$ cat src/rtl/alu_mac_seq.sv
// alu_mac_seq: multiply-accumulate sequencer for dsp48a1_inst, with rounded and scaled 18-bit result.
// Defining MAC_SATURATE_EN clamps overflowed results; otherwise they wrap and only out_ovf reports the overflow.
module alu_mac_seq #(
  parameter int FRAC_BITS = 16,
  parameter int DSP_LAT   = 3
) (
  input  logic        clk,
  input  logic        reset,
  input  logic        in_valid,
  output logic        in_ready,
  input  logic [17:0] in_a,
  input  logic [17:0] in_b,
  input  logic        in_last,
  output logic        out_valid,
  input  logic        out_ready,
  output logic [17:0] out_data,
  output logic        out_ovf,
  output logic [7:0]  dsp_op,
  output logic [17:0] dsp_a,
  output logic [17:0] dsp_b,
  output logic [47:0] dsp_c,
  input  logic [47:0] dsp_p
);
  typedef enum logic [1:0] {IDLE, ACC, DRAIN, OUT} state_t;
  localparam logic [7:0]  OP_FIRST = 8'h0D;
  localparam logic [7:0]  OP_ACC   = 8'h09;
  localparam logic [7:0]  OP_HOLD  = 8'h08;
  localparam logic [47:0] RND      = 48'd1 << (FRAC_BITS - 1);
  localparam int          CW       = $clog2(DSP_LAT + 1) + 1;
  state_t          state_q, state_d;
  logic [CW-1:0]   cnt_q, cnt_d;
  logic            in_ready_q, out_valid_q, out_valid_d, out_ovf_q, out_ovf_d;
  logic [17:0]     out_data_q, out_data_d, dsp_a_q, dsp_a_d, dsp_b_q, dsp_b_d, s, res;
  logic [7:0]      dsp_op_q, dsp_op_d;
  logic [47:0]     dsp_c_q;
  logic            accept, ovf;
  assign accept = in_valid & in_ready_q;
  assign s      = 18'($signed(dsp_p) >>> FRAC_BITS);
  // the sum fits 18 bits after scaling only if every bit above the result sign agrees with it
  assign ovf    = ~(&dsp_p[47:FRAC_BITS+17] | ~|dsp_p[47:FRAC_BITS+17]);
`ifdef MAC_SATURATE_EN
  assign res    = ovf ? (dsp_p[47] ? 18'h20000 : 18'h1FFFF) : s;
`else
  assign res    = s;
`endif
  always_comb begin
    state_d     = state_q;
    cnt_d       = cnt_q;
    out_valid_d = out_valid_q;
    out_data_d  = out_data_q;
    out_ovf_d   = out_ovf_q;
    dsp_op_d    = accept ? (state_q == IDLE ? OP_FIRST : OP_ACC) : OP_HOLD;
    dsp_a_d     = accept ? in_a : dsp_a_q;
    dsp_b_d     = accept ? in_b : dsp_b_q;
    case (state_q)
      IDLE, ACC: begin
        state_d = accept ? (in_last ? DRAIN : ACC) : state_q;
        cnt_d   = '0;
      end
      DRAIN: begin
        cnt_d       = cnt_q + 1'b1;
        out_valid_d = cnt_q == CW'(DSP_LAT);
        out_data_d  = cnt_q == CW'(DSP_LAT) ? res : out_data_q;
        out_ovf_d   = cnt_q == CW'(DSP_LAT) ? ovf : out_ovf_q;
        state_d     = cnt_q == CW'(DSP_LAT) ? OUT : DRAIN;
      end
      default: begin
        out_valid_d = ~out_ready;
        state_d     = out_ready ? IDLE : OUT;
      end
    endcase
  end
  always_ff @(posedge clk) begin
    if (reset) begin
      state_q     <= IDLE;
      cnt_q       <= '0;
      in_ready_q  <= 1'b0;
      out_valid_q <= 1'b0;
      out_data_q  <= '0;
      out_ovf_q   <= 1'b0;
      dsp_op_q    <= OP_HOLD;
      dsp_a_q     <= '0;
      dsp_b_q     <= '0;
      dsp_c_q     <= '0;
    end else begin
      state_q     <= state_d;
      cnt_q       <= cnt_d;
      in_ready_q  <= state_d == IDLE || state_d == ACC;
      out_valid_q <= out_valid_d;
      out_data_q  <= out_data_d;
      out_ovf_q   <= out_ovf_d;
      dsp_op_q    <= dsp_op_d;
      dsp_a_q     <= dsp_a_d;
      dsp_b_q     <= dsp_b_d;
      dsp_c_q     <= RND;
    end
  end
  assign in_ready  = in_ready_q;
  assign out_valid = out_valid_q;
  assign out_data  = out_data_q;
  assign out_ovf   = out_ovf_q;
  assign dsp_op    = dsp_op_q;
  assign dsp_a     = dsp_a_q;
  assign dsp_b     = dsp_b_q;
  assign dsp_c     = dsp_c_q;
endmodule

$ cat config.mk
export PLATFORM = sky130hd
export DESIGN_NAME = alu_mac_seq
export DESIGN_NICKNAME = d
export VERILOG_FILES = /design/src/rtl/alu_mac_seq.sv
export SDC_FILE = /design/constraint.sdc
export NUM_CORES = 1
export LEC_CHECK = 0
export ABC_AREA = 1
export BUFFER_PORTS_ARGS = -buffer_cell sky130_fd_sc_hd__buf_2
export CAP_MARGIN = 30
export CELL_PAD_IN_SITES_DETAIL_PLACEMENT = 2
export CELL_PAD_IN_SITES_GLOBAL_PLACEMENT = 2
export CORE_MARGIN = 3
export CORE_UTILIZATION = 22
export CTS_BUF_LIST = sky130_fd_sc_hd__clkbuf_8 sky130_fd_sc_hd__clkbuf_16
export DETAILED_ROUTE_END_ITERATION = 10
export GPL_ROUTABILITY_DRIVEN = 0
export PLACE_DENSITY = 0.8
export SLEW_MARGIN = 20
export SYNTH_ARGS = -nofsm -noshare
export SYNTH_HDL_FRONTEND = slang
export SYNTH_SLANG_ARGS = --single-unit
$ cat constraint.sdc
create_clock -name clk -period 2.93 [get_ports clk]
set_clock_uncertainty 0.1 [all_clocks]
set_input_delay 0.586 -clock clk [delete_from_list [all_inputs] [get_ports clk]]
set_output_delay 0.586 -clock clk [all_outputs]
set_load 0.02 [all_outputs]
==> impl_metrics.json <==
{
  "hold_viol": 0,
  "dr_total_vias": 2710,
  "p_comb_frac": 0.137,
  "drc": 0,
  "drt_iter0_markers": 119,
  "status": "finished, final reports clean",
  "antenna_cells": 0,
  "ys_warn_count": 0,
  "required_ns": 3.04,
  "cts_hold_buf": 0,
  "netlist_top_cells_area": "dfxtp_1 (44%), buf_4 (14%), nor2_1 (11%)",
  "power_leakage_nw": 1.89,
  "crit_slowest_cell": "dfxtp_1",
  "drv_slew": 0,
  "slew_headroom": 0.544,
  "layout.area.seq_sq_um": 1300,
  "fin_crit_ns": 1.75,
  "met3_length_um": 678,
  "rsz0062_at_grt": "false",
  "cts_root_buf": "clkbuf_16",
  "hold_path_class": "reg -> reg",
  "crit_path_start_kind": "flop",
  "drv_cap": 0,
  "row_count": 41,
  "io_pins": 202,
  "clkLatencyLatePin_ns": 0.33,
  "netlist_area_sq_um": 2930,
  "routed_via_density": 4.00,
  "clkPwrFrac": 0.460,
  "tritoncts": "yes",
  "drive_gt1_frac": 0.360,
  "synthFlopType": "dfxtp_1",
  "yosysMostFrequentCell": "nor2_1",
  "ys_seq_area_frac": 0.444,
  "fmax_ghz": 0.573,
  "synth_edf_count": 0,
  "wl_per_cell_um": 13.3,
  "dieWidth_um": 121,
  "coreArea_sq_um": 12800,
  "internal_power_mw": 1.71,
  "synth_top_area_frac": 0.444,
  "synth.top_cells.by_count": "nor2_1 (85), dfxtp_1 (65), buf_4 (53)",
  "htree_levels": 3,
  "initial_core_util": 0.228,
  "netlist.top_cell.by_area": "dfxtp_1",
  "synth_cell_types": 24,
  "cts_resized": 0,
  "overflow": 0,
  "path_cells": "ha_1, ha_1, nand2_4, inv_2, o21ai_1, a21oi_2",
  "nets": 592,
  "slowest_delay_ns": 0.32,
  "post-route-period-util": 0.596,
  "die_area_sq_um": 14700,
  "ir_drop_mv": 0.233,
  "grt_use_total": 0.121,
  "cts.sinks": 65,
  "port_buffers": 132,
  "top_layer": "met5",
  "clk_pin_slew_ns": 0.06,
  "setup_viol": 0,
  "wirelength_mm": 9.02,
  "ant_nets": 0,
  "end_kind": "flop",
  "clockBufferDepth": 2,
  "syn_inst": 374,
  "swShare": 0.274,
  "ys_seq_elements": 65,
  "die_y_um": 121,
  "antenna_found_initial": 1,
  "finalSetupTns_ns": 0,
  "dp_hpwl_mm": 6.80,
  "grt_pass1_wl_mm": 13.9,
  "cts_setup_buffers": 0,
  "synth.avg_cell_area_sq_um": 7.84,
  "powerDensity_nw_per_um2": 618,
  "seq_power_share": 0.403,
  "grt_start_max_net_pins": 41,
  "worst-path-max-fanout": 20,
  "synthToLayoutAreaGrowth_pct": 30.0,
  "met1_length_mm": 3.75,
  "worstMarginPinSlew_ns": 0.683,
  "fillCellCount": 1551,
  "crit_path_frequent_cell": "ha_1",
  "dr.pass1.iters": 4,
  "power_switching_uw": 646,
  "worstPathArrival_ns": 1.86,
  "synthArstFlopShare": 0,
  "fin_hold_ws_ns": 0.364,
  "grt_pass1_vias": 2773,
  "multi_input_area_sq_um": 1230,
  "route.met2.wl_mm": 4.47,
  "cts_buffers": 9,
  "criticalPathCategory": "reg -> reg"
}
## layer usage
layer / vias up / track usage
li1: 1311 / -
met1: 1267 / 0.140
met2: 120 / 0.212
met3: 10 / 0.0392
met4: 2 / 0.0378
met5: - / 0
## stage by stage
| stage | setup WS (ns) | instance area [sq um] | cells | total power [mW] | utilization |
|---|---|---|---|---|---|
| after floorplan | 1.56 | 3120 | 425 | 1.22 | - |
| after global routing | 1.00 | 3810 | 678 | 2.48 | 0.297 |
| after global placement | 1.20 | 3500 | 662 | 1.27 | 0.273 |
| final | 1.18 | 3810 | 678 | 2.35 | 0.297 |
| after detailed placement | 1.12 | 3500 | 662 | 1.29 | 0.273 |
| after CTS | 1.12 | 3810 | 678 | 2.40 | 0.297 |
## power by group through the flow
stage	Clock (mW)	Sequential [mW]	Combinational, mW
floorplan	0	1.02	0.207
global placement	0	0.965	0.310
detailed placement	0	0.968	0.322
CTS	1.13	0.949	0.324
global route	1.17	0.953	0.355
finish	1.08	0.948	0.322
## final timing paths
path | endpoint | from | cells after the start | slack (ns)
max | out_ovf | cnt_q[0] | 6 | 1.18
min | out_data[0] | out_data[0] | 2 | 0.36
max reg2reg | out_ovf | cnt_q[0] | 6 | 1.18
min reg2reg | out_data[0] | out_data[0] | 2 | 0.36
## logic make-up (layout without fill, tap and decap cells)
group | Yosys count | count (layout) | synth area share
buf+inv | 88 | 169 | 0.201
other cells | 2 | 53 | 0.00256
simple gates | 152 | 152 | 0.216
fa+ha+maj | 2 | 2 | 0.00854
flops | 65 | 65 | 0.444
compound gates | 65 | 65 | 0.129
## critical path, delay by kind of cell (launching register included)
family	cells	cell delay (ns)
AO/OA/AOI/OAI	2	0.25
adder cells (fa/ha/maj)	2	0.40
buffers and inverters	1	0.26
flip-flops	1	0.32
AND/OR/NAND/NOR	1	0.29
## cell type report
class | count | area share
Timing Repair Buffer | 136 | 0.181
Clock inverter | 6 | 0.0177
Tap cell | 172 | 0.0565
Multi-Input combinational cell | 272 | 0.323
Inverter | 17 | 0.0167
Clock buffer | 10 | 0.0627
Sequential cell | 65 | 0.342
## flip-flops by register name (all words and copies together) (netlist names)
name / flops
cnt_q: 3
dsp_a: 18
dsp_b: 18
dsp_c: 1
dsp_op: 2
in_ready: 1
out_data: 18
out_ovf: 1
out_valid: 1
state_q: 2
## cell usage in the layout (no fill, tap or decap)
cell and n:
a21oi_1 12, a21oi_2 12, buf_2 132, buf_4 4
bufinv_16 1, clkbuf_16 9, clkbuf_8 1, clkinv_2 1
clkinv_4 2, clkinvlp_4 2, conb_1 53, dfxtp_1 65
ha_1 2, inv_1 13, inv_2 4, nand2_1 52
nand2_2 8, nand2_4 4, nand3_1 1, nor2_1 85
nor2_4 1, nor4_1 1, o21ai_0 32, o21ai_1 7
o21ai_2 1, o21bai_1 1
Note: power is estimated with default switching activity, not from simulation.
